`src/rtl/div_8_seq.sv`:
```
// Sequential restoring divider: one quotient bit per clock, start/busy/done handshake.
// Handshake: start is honoured only when busy is low; done pulses for one cycle with results valid.
module div_8_seq #(
    parameter int DIVIDEND_W = 16,
    parameter int DIVISOR_W  = 8
) (
    input  logic                  clk,
    input  logic                  rst,
    input  logic                  start,
    input  logic [DIVIDEND_W-1:0] dividend,
    input  logic [DIVISOR_W-1:0]  divisor,
    output logic                  busy,
    output logic                  done,
    output logic [DIVIDEND_W-1:0] quotient,
    output logic [DIVISOR_W-1:0]  remainder,
    output logic                  div_by_zero
);

    localparam int PW    = DIVISOR_W + 1;
    localparam int CNT_W = (DIVIDEND_W > 1) ? $clog2(DIVIDEND_W) : 1;

    typedef enum logic [1:0] {
        IDLE = 2'd0,
        CALC = 2'd1,
        DONE = 2'd2
    } state_t;

    state_t                state_q, state_d;
    logic [DIVIDEND_W-1:0] dvd_q, dvd_d;
    logic [DIVISOR_W-1:0]  dvs_q, dvs_d;
    logic [PW-1:0]         part_q, part_d;
    logic [CNT_W-1:0]      cnt_q, cnt_d;
    logic [DIVIDEND_W-1:0] quot_q, quot_d;
    logic [DIVISOR_W-1:0]  rem_q, rem_d;
    logic                  dbz_q, dbz_d;

    logic [PW:0]           shifted;
    logic                  take;
    logic [PW-1:0]         trial;
    logic [PW-1:0]         step_part;

    // dvd_q doubles as the quotient register: dividend bits leave at the top,
    // quotient bits enter at the bottom, so after N steps it holds the quotient.
    always_comb begin
        shifted   = {part_q, dvd_q[DIVIDEND_W-1]};
        take      = (shifted >= {2'b00, dvs_q});
        trial     = PW'(shifted - {2'b00, dvs_q});
        step_part = take ? trial : shifted[PW-1:0];
    end

    always_ff @(posedge clk) begin
        if (rst) begin
            state_q <= IDLE;
            dvd_q   <= '0;
            dvs_q   <= '0;
            part_q  <= '0;
            cnt_q   <= '0;
            quot_q  <= '0;
            rem_q   <= '0;
            dbz_q   <= 1'b0;
        end else begin
            state_q <= state_d;
            dvd_q   <= dvd_d;
            dvs_q   <= dvs_d;
            part_q  <= part_d;
            cnt_q   <= cnt_d;
            quot_q  <= quot_d;
            rem_q   <= rem_d;
            dbz_q   <= dbz_d;
        end
    end

    always_comb begin
        state_d = state_q;
        case (state_q)
            IDLE:    if (start) state_d = (divisor == '0) ? DONE : CALC;
            CALC:    if (cnt_q == '0) state_d = DONE;
            DONE:    state_d = IDLE;
            default: state_d = IDLE;
        endcase
    end

    always_comb begin
        dvd_d  = dvd_q;
        dvs_d  = dvs_q;
        part_d = part_q;
        cnt_d  = cnt_q;
        quot_d = quot_q;
        rem_d  = rem_q;
        dbz_d  = dbz_q;
        case (state_q)
            IDLE: begin
                if (start) begin
                    if (divisor == '0) begin
                        quot_d = '1;
                        rem_d  = '0;
                        dbz_d  = 1'b1;
                    end else begin
                        dvd_d  = dividend;
                        dvs_d  = divisor;
                        part_d = '0;
                        cnt_d  = CNT_W'(DIVIDEND_W - 1);
                        dbz_d  = 1'b0;
                    end
                end
            end
            CALC: begin
                dvd_d  = {dvd_q[DIVIDEND_W-2:0], take};
                part_d = step_part;
                cnt_d  = cnt_q - CNT_W'(1);
                if (cnt_q == '0) begin
                    quot_d = {dvd_q[DIVIDEND_W-2:0], take};
                    rem_d  = step_part[DIVISOR_W-1:0];
                end
            end
            default: ;
        endcase
    end

    always_comb begin
        busy        = (state_q != IDLE);
        done        = (state_q == DONE);
        quotient    = quot_q;
        remainder   = rem_q;
        div_by_zero = dbz_q;
    end

endmodule

```
`config.mk`:
```
export PLATFORM = sky130hd
export DESIGN_NAME = div_8_seq
export DESIGN_NICKNAME = d
export VERILOG_FILES = /design/src/rtl/div_8_seq.sv
export SDC_FILE = /design/constraint.sdc
export NUM_CORES = 1
export LEC_CHECK = 0
export BUFFER_PORTS_ARGS = -buffer_cell sky130_fd_sc_hd__buf_2
export CAP_MARGIN = 10
export CORE_MARGIN = 5
export CORE_UTILIZATION = 55
export DETAILED_ROUTE_END_ITERATION = 10
export PLACE_DENSITY_LB_ADDON = 0.1
export SLEW_MARGIN = 20
export SYNTH_ARGS = -nofsm -noshare
export SYNTH_HDL_FRONTEND = slang
export SYNTH_SLANG_ARGS = --single-unit
export TNS_END_PERCENT = 5
```
`constraint.sdc`:
```
create_clock -name clk -period 2.4 [get_ports clk]
set_clock_uncertainty 0.1 [all_clocks]
set_input_delay 0.48 -clock clk [delete_from_list [all_inputs] [get_ports clk]]
set_output_delay 0.48 -clock clk [all_outputs]
set_load 0.02 [all_outputs]
```
# Word-level counts from Yosys, hierarchy flattened
# Cells that the tools add are included.
[totals]
ff_bits = 64
latchBits = 0
mem_bits_rw = 0
romBits = 0
in_bits = 27
n_memories = 0
[classes]
n_addsub = 2
multipliers = 0
n_div = 0
n_lt_le_gt_ge = 1
n_eq_ne = 6
n_shift = 0
n_mux = 23
bitwise_logic = 1
n_reduce_logical = 10
[ops]
columns = ["operator", "n"]
rows = [
  ["$mux W16", 5],
  ["$pmux W16 S2", 2],
  ["$mux W9", 3],
  ["$mux W8", 3],
  ["$pmux W9 S2", 1],
  ["$pmux W8 S2", 1],
  ["$ge A10 B8 Y1", 1],
  ["$sub A9 B8 Y9", 1],
  ["$logic_not A8 Y1", 1],
  ["$mux W4", 2],
  ["$ne A2 B2 Y1 const B", 4],
  ["$pmux W4 S2", 1],
  ["$mux W2", 3],
  ["$reduce_and A3 Y1", 2],
  ["$logic_not A4 Y1", 1],
  ["$pmux W2 S2", 1],
  ["$reduce_and A2 Y1", 2],
  ["$reduce_and A4 Y1", 1],
  ["$reduce_bool A2 Y1", 2],
  ["$sub A4 B1 Y4 const B", 1],
  ["$eq A2 B1 Y1 const B", 1],
  ["$eq A2 B2 Y1 const B", 1],
  ["$logic_not A2 Y1", 1],
  ["$mux W1", 1],
  ["$not A1 Y1", 1],
]

# Depth between registers and ports, before layout
[logic_depth]
depth_word = 4
mapped_depth = 9
depth_no_buf = 8

# Worst setup path after synthesis
# OpenSTA, ideal clock, no wires.
[synth_path]
kind = "register -> register"
from = "register dvs_q[2]"
to = "register part_q[2]"
setup_time_ns = 0.117
arrival_ns = 1.958
required_time_ns = 2.183
setup_slack_ns = 0.224
stages_incl_launch_ff = 9
n_path_buf = 1
synth_period_minus_slack_ns = 2.176
cell_sequence = "dfxtp_1 -> inv_1 -> ha_1 -> nor2b_1 -> o22a_2 -> o21a_1 -> buf_6 -> or3_4 -> a32o_1"
[synth_via]
elab_chain_cells = 3
word_cells_on_any_way = 4
[synth_rtl]
columns = ["element", "line_no", "text"]
rows = [
  ["start, declared", "30", "logic [DIVISOR_W-1:0] dvs_q, dvs_d;"],
  ["start signal, assigned", "64", "dvs_q <= dvs_d;"],
  ["$sub A9 B8 Y9 or $ge A10 B8 Y1 (tied branches)", "47, 46", ""],
  ["$mux W9 (*)", "48", "step_part = take ? trial : shifted[PW-1:0];"],
  ["$pmux W9 S2 (*)", "91", "case (state_q)"],
  ["end signal, assigned", "65", "part_q <= part_d;"],
  ["end, declared", "31", "logic [PW-1:0] part_q, part_d;"],
]
# Mark *: on every way between the ends. The rest lies on a longest branch, timed or not.
# A chain may end at the register's enable or synchronous reset.

# Worst setup path in the final report
[layout_path]
from = "register dvs_q[2]"
to = "register part_q[0]"
[layout_via]
elab_chain_cells = 3
[layout_rtl]
columns = ["element", "line_no", "text"]
rows = [
  ["$ge A10 B8 Y1", "46", "take = (shifted >= {2'b00, dvs_q});"],
  ["$mux W9", "48", ""],
  ["$pmux W9 S2", "91", ""],
]
# No other way between the ends.

==> results.sh <==
export IMPL_worst_setup_path_end_kind="flip-flop"
export IMPL_clock_sinks=64
export IMPL_pin_count=54
export IMPL_reg2reg_depth=8
export IMPL_ff2ff_setup_slack_ns=0.13
export IMPL_tns_ns=0
export IMPL_synth_top_area_share=0.4121
export IMPL_port_buffers=53
export IMPL_p_total_mw=3.713
export IMPL_fmax_mhz=441.0
export IMPL_core_mm2=0.005507
export IMPL_min_period_ns=2.268
export IMPL_min_to="dvd_q[8]"
export IMPL_synth_area_leaders="dfxtp_1, nor2_1, nand2_1, a211oi_2, a311oi_1"
export IMPL_tightest_slew_ns=0.6171
export IMPL_finalSetupViolations=0
export IMPL_timing_rr_end="part_q[0]"
export IMPL_synth_top_family_by_area="compound AO/OA/AOI/OAI gates"
export IMPL_synth_ff_latch_count=64
export IMPL_synth_edff_count=0
export IMPL_wl_mm=7.456
export IMPL_arrival_ns=2.39
export IMPL_synthDistinctLibCells=54
export IMPL_period_share=0.9448
export IMPL_antenna_cells=0
export IMPL_p_leak_nw=1.545
export IMPL_maxSlewHeadroom=0.5864
export IMPL_status="complete, no violations"
export IMPL_synthMuxAreaShare=0
export IMPL_synth_area_leader_cell="dfxtp_1"
export IMPL_grt_pass1_wl_mm=12.26
export IMPL_yosys_area_share_simple=0.2282
export IMPL_vias=2872
export IMPL_cp_top_family="compound AO/OA/AOI/OAI gates"
export IMPL_die_w_um=85.19
export IMPL_hp_start="dividend[8]"
export IMPL_viasPerCell=5.710
export IMPL_cts_tree="done"
export IMPL_gr_total_overflow=0
export IMPL_hp_class="in2reg"
export IMPL_wire_per_inst_um=14.82
export IMPL_grt_setup_unrepaired="no"
export IMPL_cp_slowest_cell="o21ai_2"
export IMPL_clock_root_buffer="clkbuf_8"
export IMPL_die_y_um=85.19
export IMPL_hold_viol=0
export IMPL_synthXorXnorAreaFrac=0.01127
export IMPL_synth_compound_area_frac=0.2479
export IMPL_synthAdderAreaFrac=0.04266
export IMPL_grtUsageTotal=0.2071
export IMPL_async_reset_ff_frac=0
export IMPL_die_area_mm2=0.007256
export IMPL_maxCapViolCount=0
export IMPL_multiInputGateArea_mm2=0.001659
export IMPL_grt_antenna_before_repair=0
export IMPL_cp_buffers_inverters=2
export IMPL_hpwl_mm=5.460
export IMPL_grt_pass1_vias=2699
export IMPL_cts_max_level=3
export IMPL_cpPeakStageDelay_ns=0.37
export IMPL_ys_seq_area_frac=0.4121
export IMPL_crit_required_ns=2.53
export IMPL_drtIter0Drc=143
export IMPL_routabilityCongestion=0.9025
export IMPL_seq_area_mm2=0.001281
export IMPL_fillCellCount=479
export IMPL_synthTopCellsByCount="dfxtp_1, nor2_1, nand2_1, a21oi_1, a311oi_1"
export IMPL_avgSynthCellArea_um2=8.565
export IMPL_slew_violations=0
export IMPL_crit_chain="inv_1, ha_1, nor2b_1, o22a_2, buf_4, o21ai_2, nand3_1, a32o_1"
export IMPL_clock_path_buffers=2
export IMPL_syn_inst=363
export IMPL_postCtsSetupBuffers=0
export IMPL_syn_nets=400
export IMPL_syn_to_final_growth_pct=19.92
export IMPL_final_antenna_net_count=0
export IMPL_start_util=0.5646
export IMPL_crit_type="reg2reg"
export IMPL_r2r_start="dvs_q[2]"
export IMPL_yosysWarnings=0
export IMPL_clk_pin_slew_ns=0.07
export IMPL_startpoint_type="flip-flop"
export IMPL_synth_area_mm2=0.003109
export IMPL_layout_nets=463
export IMPL_synth_flop_cell="dfxtp_1"
export IMPL_clock_latency_ns=0.33
export IMPL_drtPass1Iterations=4
export IMPL_drive_gt1_frac=0.2645
export IMPL_worstPathMaxFanout=10
export IMPL_synth_most_common_cell="dfxtp_1"
export IMPL_hold_buffers=0
export IMPL_ir_drop_v=0.0005102
export IMPL_rows=27
export IMPL_drc=0
export IMPL_hold_path_depth=3
export IMPL_cts_buffers_inserted=9
export IMPL_grt_max_degree=36
export IMPL_p_per_area_mw_per_mm2=995.8
-- registers in the layout, summed over array words and instances, names as in the netlist --
| signal | cells |
|---|---|
| part_q | 9 |
| cnt_q | 4 |
| dvs_q | 8 |
| div_by_zero | 1 |
| remainder | 8 |
| quotient | 16 |
| state_q | 2 |
| dvd_q | 16 |
-- timing repair --
item                                   in CTS  in global routing
gates resized for setup                     0                  3
setup endpoints to repair                   0                  8
endpoints found under the hold margin       0                  0
-- per-stage QoR --
step	hold WS (ns)	std cells	area, um^2	util	worst slack (ns)
2_1_floorplan	0.3400	363	3109	-	0.2244
3_3_place_gp	0.3349	487	3520	0.6392	0.1289
3_5_place_dp	0.3397	487	3520	0.6392	0.07725
4_1_cts	0.2963	503	3717	0.6751	0.06190
5_1_grt	0.3110	503	3729	0.6771	0.01866
6_report	0.3152	503	3729	0.6771	0.1324
-- report_power, final --
part | total (mW) | switching (mW) | internal [mW]
clock | 0.914 | 0.407 | 0.506
sequential | 1.28 | 0.0919 | 1.19
combinational | 1.52 | 0.918 | 0.603
-- kinds of logic (layout without fill, tap and decap cells) --
family	count (synthesis)	in the layout
AOI/OAI and AO/OA	97	97
and+or+nand+nor	151	151
DFF	64	64
adders and majority gates	10	10
buffers and inverters	37	105
xor gates and xnor gates	4	4
-- placed cells by master, fill, tap and decap left out, types with 6 or more instances in the layout --
master / instances
nand2_1: 47
o21ai_0: 6
a211oi_2: 13
buf_4: 18
nor2_1: 57
inv_1: 16
a32o_1: 6
clkbuf_8: 10
o31ai_1: 8
dfxtp_1: 64
a21oi_1: 21
nor3_1: 7
a311oi_1: 18
ha_1: 9
buf_2: 53
-- area by class of cell --
cell class	count	share of cell area
inverter	16	0.01611
multi-input combinational	262	0.4450
sequential	64	0.3436
clock buffer	11	0.03792
tap	72	0.02416
timing repair buffer	73	0.1181
clock inverter	5	0.01510
-- worst max path at each step --
stage / startpoint / endpoint / depth (start not counted)
2_1_floorplan: dvs_q[2] / part_q[2] / 8
5_1_grt: dvs_q[2] / part_q[0] / 8
3_5_place_dp: dvs_q[5] / part_q[2] / 8
4_1_cts: dvs_q[5] / part_q[2] / 8
3_3_place_gp: dvs_q[5] / part_q[2] / 8
6_report: dvs_q[2] / part_q[0] / 8
-- per-layer routing --
metal,vias up,GRT usage,share of wire
met5,-,0,0
met4,0,0.07626,0.015
met3,14,0.04078,0.073
met2,87,0.3213,0.45
met1,1329,0.2849,0.46
li1,1442,-,-
-- worst register-to-register path, delay by kind of cell (launching register included) --
family          cells  cell delay (ns)
compound gates      3             0.86
fa+ha+maj           1             0.34
buf+inv             2             0.21
flops               1             0.31
simple gates        2             0.34
No activity file was read; power rests on OpenSTA's default activity.
